<file path="src/rtl/bcd_stopwatch_counter.sv">
// Six-digit BCD hh:mm:ss stopwatch driven by a 1 Hz prescaler, with pause,
// clear, and a lap snapshot register set for the lower display row.
module bcd_stopwatch_counter #(
    parameter int unsigned TICKS_PER_SEC = 100_000_000,
    parameter int unsigned CNT_W         = 27
) (
    input  logic       clk,
    input  logic       reset_n,
    input  logic       PAUSE_sw,
    input  logic       clear,
    input  logic       lap,
    output logic [3:0] sec_1s,
    output logic [3:0] sec_10s,
    output logic [3:0] min_1s,
    output logic [3:0] min_10s,
    output logic [3:0] hr_1s,
    output logic [3:0] hr_10s,
    output logic [3:0] lap_sec_1s,
    output logic [3:0] lap_sec_10s,
    output logic [3:0] lap_min_1s,
    output logic [3:0] lap_min_10s,
    output logic [3:0] lap_hr_1s,
    output logic [3:0] lap_hr_10s,
    output logic       tick_1Hz,
    output logic       rollover
);

    localparam logic [CNT_W-1:0] PRESC_LAST = CNT_W'(TICKS_PER_SEC - 1);
    localparam logic [3:0]       MAX_UNITS  = 4'd9;
    localparam logic [3:0]       MAX_TENS   = 4'd5;

    logic [CNT_W-1:0] r_presc;
    logic [3:0]       r_sec_1s, r_sec_10s, r_min_1s, r_min_10s, r_hr_1s, r_hr_10s;
    logic [3:0]       r_lap_sec_1s, r_lap_sec_10s, r_lap_min_1s;
    logic [3:0]       r_lap_min_10s, r_lap_hr_1s, r_lap_hr_10s;
    logic             r_tick;
    logic             r_rollover;

    logic             w_terminal;
    logic             w_inc;
    logic             w_c1, w_c2, w_c3, w_c4, w_c5, w_wrap;
    logic [3:0]       w_sec_1s, w_sec_10s, w_min_1s, w_min_10s, w_hr_1s, w_hr_10s;

    // Advance one digit when its carry-in is set, wrapping at its maximum.
    function automatic logic [3:0] adv(input logic [3:0] d, input logic en,
                                       input logic [3:0] dmax);
        if (!en)
            return d;
        return (d == dmax) ? 4'd0 : d + 4'd1;
    endfunction

    // Carry chain is fully combinational so all digits move on one edge.
    always_comb begin
        w_terminal = (r_presc == PRESC_LAST);
        w_inc      = w_terminal && !PAUSE_sw && !clear;
        w_c1       = w_inc && (r_sec_1s  == MAX_UNITS);
        w_c2       = w_c1  && (r_sec_10s == MAX_TENS);
        w_c3       = w_c2  && (r_min_1s  == MAX_UNITS);
        w_c4       = w_c3  && (r_min_10s == MAX_TENS);
        w_c5       = w_c4  && (r_hr_1s   == MAX_UNITS);
        w_wrap     = w_c5  && (r_hr_10s  == MAX_UNITS);
        w_sec_1s   = adv(r_sec_1s,  w_inc, MAX_UNITS);
        w_sec_10s  = adv(r_sec_10s, w_c1,  MAX_TENS);
        w_min_1s   = adv(r_min_1s,  w_c2,  MAX_UNITS);
        w_min_10s  = adv(r_min_10s, w_c3,  MAX_TENS);
        w_hr_1s    = adv(r_hr_1s,   w_c4,  MAX_UNITS);
        w_hr_10s   = adv(r_hr_10s,  w_c5,  MAX_UNITS);
    end

    always_ff @(posedge clk) begin
        if (!reset_n) begin
            r_presc       <= '0;
            r_sec_1s      <= '0;
            r_sec_10s     <= '0;
            r_min_1s      <= '0;
            r_min_10s     <= '0;
            r_hr_1s       <= '0;
            r_hr_10s      <= '0;
            r_lap_sec_1s  <= '0;
            r_lap_sec_10s <= '0;
            r_lap_min_1s  <= '0;
            r_lap_min_10s <= '0;
            r_lap_hr_1s   <= '0;
            r_lap_hr_10s  <= '0;
            r_tick        <= 1'b0;
            r_rollover    <= 1'b0;
        end else begin
            r_tick     <= w_inc;
            r_rollover <= w_wrap;
            // Lap samples the pre-edge digits, so it sees pre-clear/pre-increment time.
            if (lap) begin
                r_lap_sec_1s  <= r_sec_1s;
                r_lap_sec_10s <= r_sec_10s;
                r_lap_min_1s  <= r_min_1s;
                r_lap_min_10s <= r_min_10s;
                r_lap_hr_1s   <= r_hr_1s;
                r_lap_hr_10s  <= r_hr_10s;
            end
            if (clear) begin
                r_presc   <= '0;
                r_sec_1s  <= '0;
                r_sec_10s <= '0;
                r_min_1s  <= '0;
                r_min_10s <= '0;
                r_hr_1s   <= '0;
                r_hr_10s  <= '0;
            end else begin
                if (!PAUSE_sw)
                    r_presc <= w_terminal ? '0 : r_presc + CNT_W'(1);
                r_sec_1s  <= w_sec_1s;
                r_sec_10s <= w_sec_10s;
                r_min_1s  <= w_min_1s;
                r_min_10s <= w_min_10s;
                r_hr_1s   <= w_hr_1s;
                r_hr_10s  <= w_hr_10s;
            end
        end
    end

    assign sec_1s      = r_sec_1s;
    assign sec_10s     = r_sec_10s;
    assign min_1s      = r_min_1s;
    assign min_10s     = r_min_10s;
    assign hr_1s       = r_hr_1s;
    assign hr_10s      = r_hr_10s;
    assign lap_sec_1s  = r_lap_sec_1s;
    assign lap_sec_10s = r_lap_sec_10s;
    assign lap_min_1s  = r_lap_min_1s;
    assign lap_min_10s = r_lap_min_10s;
    assign lap_hr_1s   = r_lap_hr_1s;
    assign lap_hr_10s  = r_lap_hr_10s;
    assign tick_1Hz    = r_tick;
    assign rollover    = r_rollover;

endmodule

</file>
<file path="config.mk">
export PLATFORM = sky130hd
export DESIGN_NAME = bcd_stopwatch_counter
export DESIGN_NICKNAME = d
export VERILOG_FILES = /design/src/rtl/bcd_stopwatch_counter.sv
export SDC_FILE = /design/constraint.sdc
export NUM_CORES = 1
export LEC_CHECK = 0
export BUFFER_PORTS_ARGS = -buffer_cell sky130_fd_sc_hd__clkbuf_2
export CAP_MARGIN = 20
export CORE_MARGIN = 2
export CORE_UTILIZATION = 30
export CTS_CLUSTER_SIZE = 16
export DETAILED_ROUTE_END_ITERATION = 12
export GPL_ROUTABILITY_DRIVEN = 0
export SLEW_MARGIN = 20
export SYNTH_ARGS = -nofsm -noshare
export SYNTH_HDL_FRONTEND = slang
export SYNTH_SLANG_ARGS = --single-unit
</file>
<file path="constraint.sdc">
create_clock -name clk -period 2.2 [get_ports clk]
set_input_delay 0.11 -clock clk [delete_from_list [all_inputs] [get_ports clk]]
set_output_delay 0.11 -clock clk [all_outputs]
set_load 0.05 [all_outputs]
</file>
==> summary.md <==
| Metric | Value |
|---|---|
| Status | `finished, final reports clean` |
| CP max FO | `6` |
| Nature of the critical path startpoint | `register` |
| Leading cell type in the layout, fill and taps excluded | `sky130_fd_sc_hd__dfxtp_1` |
| Top library cells by usage in the layout, fill and taps aside | `77 x sky130_fd_sc_hd__dfxtp_1, 54 x sky130_fd_sc_hd__clkbuf_2, 46 x sky130_fd_sc_hd__nor2_1` |
| Worst Hold Endpoint | `lap_sec_1s[0]` |
| Cell Int Power | `2440 uW` |
| Crit path cell chain | `ha_1 > and3b_1 > nand4_2 > buf_4 > nor3_4 > a21oi_1 > a311oi_1` |
| Total half-perimeter wirelength after legalization and detailed placement | `5200 um` |
| Launch instance of the worst min-delay path | `reset_n` |
| Post-route total power | `3030 uW` |
| Hold-fix buffers at CTS | `0` |
| Number of distinct library cells after synthesis | `48` |
| Total global routing overflow | `0` |
| Register-to-Register Setup Slack | `between 0.2 and 0.25 ns` |
| Predominant post-synthesis flop cell | `sky130_fd_sc_hd__dfxtp_1` |
| # port buffers | `54` |
| Number of pins with negative max-slew slack in the final report | `0` |
| Number of setup buffers added after CTS | `0` |
| R2r worst-path depth | `7` |
| Number of setup violations in the final report | `0` |
| Combinational share of power | `0.022` |
| Leading cell types by total area after synthesis | `sky130_fd_sc_hd__dfxtp_1 44%, sky130_fd_sc_hd__mux2i_1 9.6%, sky130_fd_sc_hd__nor2b_1 5.3%` |
| Leak | `roughly 0.0017 uW` |
| Average vias per placed instance | `roughly 4.7` |
| Crit Path Class | `register to register` |
| Filler cell count in the final layout | `1154` |
| Slew HR | `0.417` |
| Clock group share of total power | `0.516` |
| Nets in the synthesized netlist | `374` |
| Maximum level of the CTS H-tree | `3` |
| Setup Skew | `0.00765 ns` |
| Root Buffer | `sky130_fd_sc_hd__clkbuf_16` |
| Period utilization | `0.903` |
| Hold Path Depth | `2` |
| Final count of hold timing violations | `0` |
| Starting density of the core | `0.308` |
| First-pass GRT wire length | `11900 um` |
| Final total negative setup slack | `0 ns` |
| Number of antenna violations at the first check in global routing | `0` |
| Relative area change from synthesis to final layout | `22.1%` |
| Kind of end point of the critical path | `register` |
| Total via count after detailed routing | `2700` |
| Violation count after the first detailed-route iteration | `109` |
| Critical-path top delay cell | `sky130_fd_sc_hd__dfxtp_1` |
| Synthesis warning total | `0` |
| Die ar. | `12700 um2` |
| Floorplan core area | `roughly 11000 um2` |
| Number of top-level pins | `55` |
| CTS tree | `built` |
| Cell area after placement | `4000 um2` |
| Hold/Removal Path Class | `input pin to register` |
| Antenna diodes | `0` |
| Vertical die dimension | `113 um` |
| Total routed wirelength | `approximately 7300 um` |
| Fmax | `~500 MHz` |
| Unrepaired setup endpoints after global routing | `false` |
| Top cell type's share of synthesized area | `0.436` |
| Maximum number of pins on one net before global-route repair | `26` |
| Mapped Area | `3540 um2` |
| Ratio of cells with drive above 1 in the final layout | `0.232` |
| Critical Path AT | `2.23 ns` |
| Yosys top cell by area | `sky130_fd_sc_hd__dfxtp_1` |
| Number of global-route vias before repair | `roughly 2.5k` |
| Sequential fraction of design power | `0.462` |
| Drt wl/cell | `12.7 um` |
| Final nets | `433` |
| Width of the chip | `~110 um` |
| Clock buffer count from CTS | `9` |
| Clock transition time at the flip-flop clock pins of the worst setup and hold paths | `0.06 ns` |
| Proportion of register bits with asynchronous set or reset after synthesis | `0` |
| Post-route cell area | `4320 um2` |
| Post-Place Setup Slack | `0.191 ns` |
| Clock sink count | `77` |
| Delay of the slowest critical-path stage | `0.36 ns` |
| WP data required | `2.44 ns` |
| Tot GR Track Use | `0.118` |
| Number of synthesized flops with an enable pin | `0` |
| Worst reg2reg path startpoint | `r_presc[0]` |
| Quantity of gates resized following cts | `0` |
| Insertion delay of the later-clocked pin in the worst-skew pair | `0.33 ns` |
| Reg-to-reg critical path endpoint | `min_10s[2]` |
| Count of state elements after synthesis | `77` |
| Number of DRC violations after detailed routing | `0` |
| Minimum period implied by the final worst setup slack | `1.99 ns` |
| Slew at the pin closest to its max-slew limit | `0.875 ns` |
| Switching share of total power | `0.194` |
| Rows | `39` |
| Seq/Total Area, Yosys | `0.436` |
| Power Dens Cells | `701 nW/um2` |
| DRT antenna net count | `0` |
| 1st-pass router iterations | `4` |
| Average footprint of a synthesized cell | `9.61 um2` |
| P_sw | `588 uW` |
| Max-cap violation count | `0` |
| Core occupancy in the finished layout | `0.377` |
| Peak supply drop | `0.383 mV` |
| Number of instances in the synthesized netlist | `368` |
| Buffers from clock root to sink, at most | `2` |
| Final worst setup slack | `0.212 ns` |
power by group through the flow:
stage | clock network, uW | logic [uW] | registers, uW
6_report | 1560 | 67.9 | 1400
3_5_place_dp | 0 | 69.7 | 1430
2_1_floorplan | 0 | 46.0 | 1430
3_3_place_gp | 0 | 69.0 | 1430
4_1_cts | 1610 | 69.7 | 1400
5_1_grt | 1660 | 74.6 | 1400
per-layer routing:
layer | share of wire | up-vias | wire length [um] | GRT usage
li1 | - | 1390 | - | -
met1 | 0.49 | 1252 | 3560 | 0.152
met2 | 0.45 | 47 | 3270 | 0.183
met3 | 0.040 | 11 | 288 | 0.0340
met4 | 0.021 | 0 | 151 | 0.0561
met5 | 0 | - | 0 | 0
metrics by stage:
step	instances	hold WS, ns
finish	574	0.102
global route	574	0.103
CTS	574	0.0877
detailed placement	559	0.437
global placement	559	0.427
floorplan	368	0.238
cells in the mapped netlist, types with 2 or more instances:
master,count
sky130_fd_sc_hd__dfxtp_1,77
sky130_fd_sc_hd__nor2_1,46
sky130_fd_sc_hd__mux2i_1,34
sky130_fd_sc_hd__nor2b_1,30
sky130_fd_sc_hd__xor2_1,19
sky130_fd_sc_hd__nand3_1,17
sky130_fd_sc_hd__nand2_1,16
sky130_fd_sc_hd__a21oi_1,14
sky130_fd_sc_hd__xnor2_1,12
sky130_fd_sc_hd__clkbuf_1,10
sky130_fd_sc_hd__inv_1,9
sky130_fd_sc_hd__nand4_1,9
sky130_fd_sc_hd__and4_1,5
sky130_fd_sc_hd__buf_2,5
sky130_fd_sc_hd__nor4_2,5
sky130_fd_sc_hd__and3_1,4
sky130_fd_sc_hd__nor3_1,4
sky130_fd_sc_hd__nor3b_1,4
sky130_fd_sc_hd__or3_1,4
sky130_fd_sc_hd__a31oi_1,3
sky130_fd_sc_hd__nand3b_1,3
sky130_fd_sc_hd__nor4_4,3
sky130_fd_sc_hd__o21ai_0,3
sky130_fd_sc_hd__a21o_1,2
sky130_fd_sc_hd__and3b_1,2
sky130_fd_sc_hd__and4b_1,2
sky130_fd_sc_hd__buf_4,2
sky130_fd_sc_hd__nand2b_1,2
sky130_fd_sc_hd__nand4_2,2
sky130_fd_sc_hd__nand4b_1,2
final cells by class:
type / instances / area [um2] / share of cell area
Multi-Input combinational cell: 263 / 1870 / 0.433
Sequential cell: 77 / 1540 / 0.357
Timing Repair Buffer: 67 / 380 / 0.0881
Clock buffer: 11 / 243 / 0.0562
Tap cell: 143 / 179 / 0.0414
Clock inverter: 4 / 72.6 / 0.0168
Inverter: 9 / 33.8 / 0.00782
state kept, by name (all words and copies together), names as in the netlist, 4 cells and up:
register     flops
min_1s           4
r_presc         27
lap_hr_10s       4
min_10s          4
lap_hr_1s        4
hr_1s            4
lap_min_1s       4
lap_sec_1s       4
hr_10s           4
lap_min_10s      4
sec_10s          4
lap_sec_10s      4
sec_1s           4
worst max-delay path by stage:
stage	cells after the start	slack, ns	to	start
finish	7	0.21	min_10s[2]	r_presc[0]
global route	7	0.002	min_10s[2]	r_presc[0]
CTS	7	0.18	min_10s[2]	r_presc[0]
detailed placement	7	0.19	min_10s[2]	r_presc[0]
global placement	6	0.25	hr_1s[3]	r_presc[0]
floorplan	6	0.09	hr_1s[3]	min_1s[3]
cell families (layout without fill, tap and decap cells):
logic type	after synthesis	count (layout)	synth area share
simple gates	171	171	0.308
flops	77	77	0.436
fa+ha+maj	1	1	0.00354
mux	34	34	0.0962
compound gates	26	26	0.0435
buf+inv	28	91	0.0361
xor+xnor	31	31	0.0768
critical path: cells and delay by family, from the launching register on:
family	cells	cell delay [ns]
AOI/OAI and AO/OA	2	0.34
adders and majority gates	1	0.17
buffers and inverters	1	0.24
DFF	1	0.36
and+or+nand+nor	3	0.78
(Power assumes the default switching activity.)
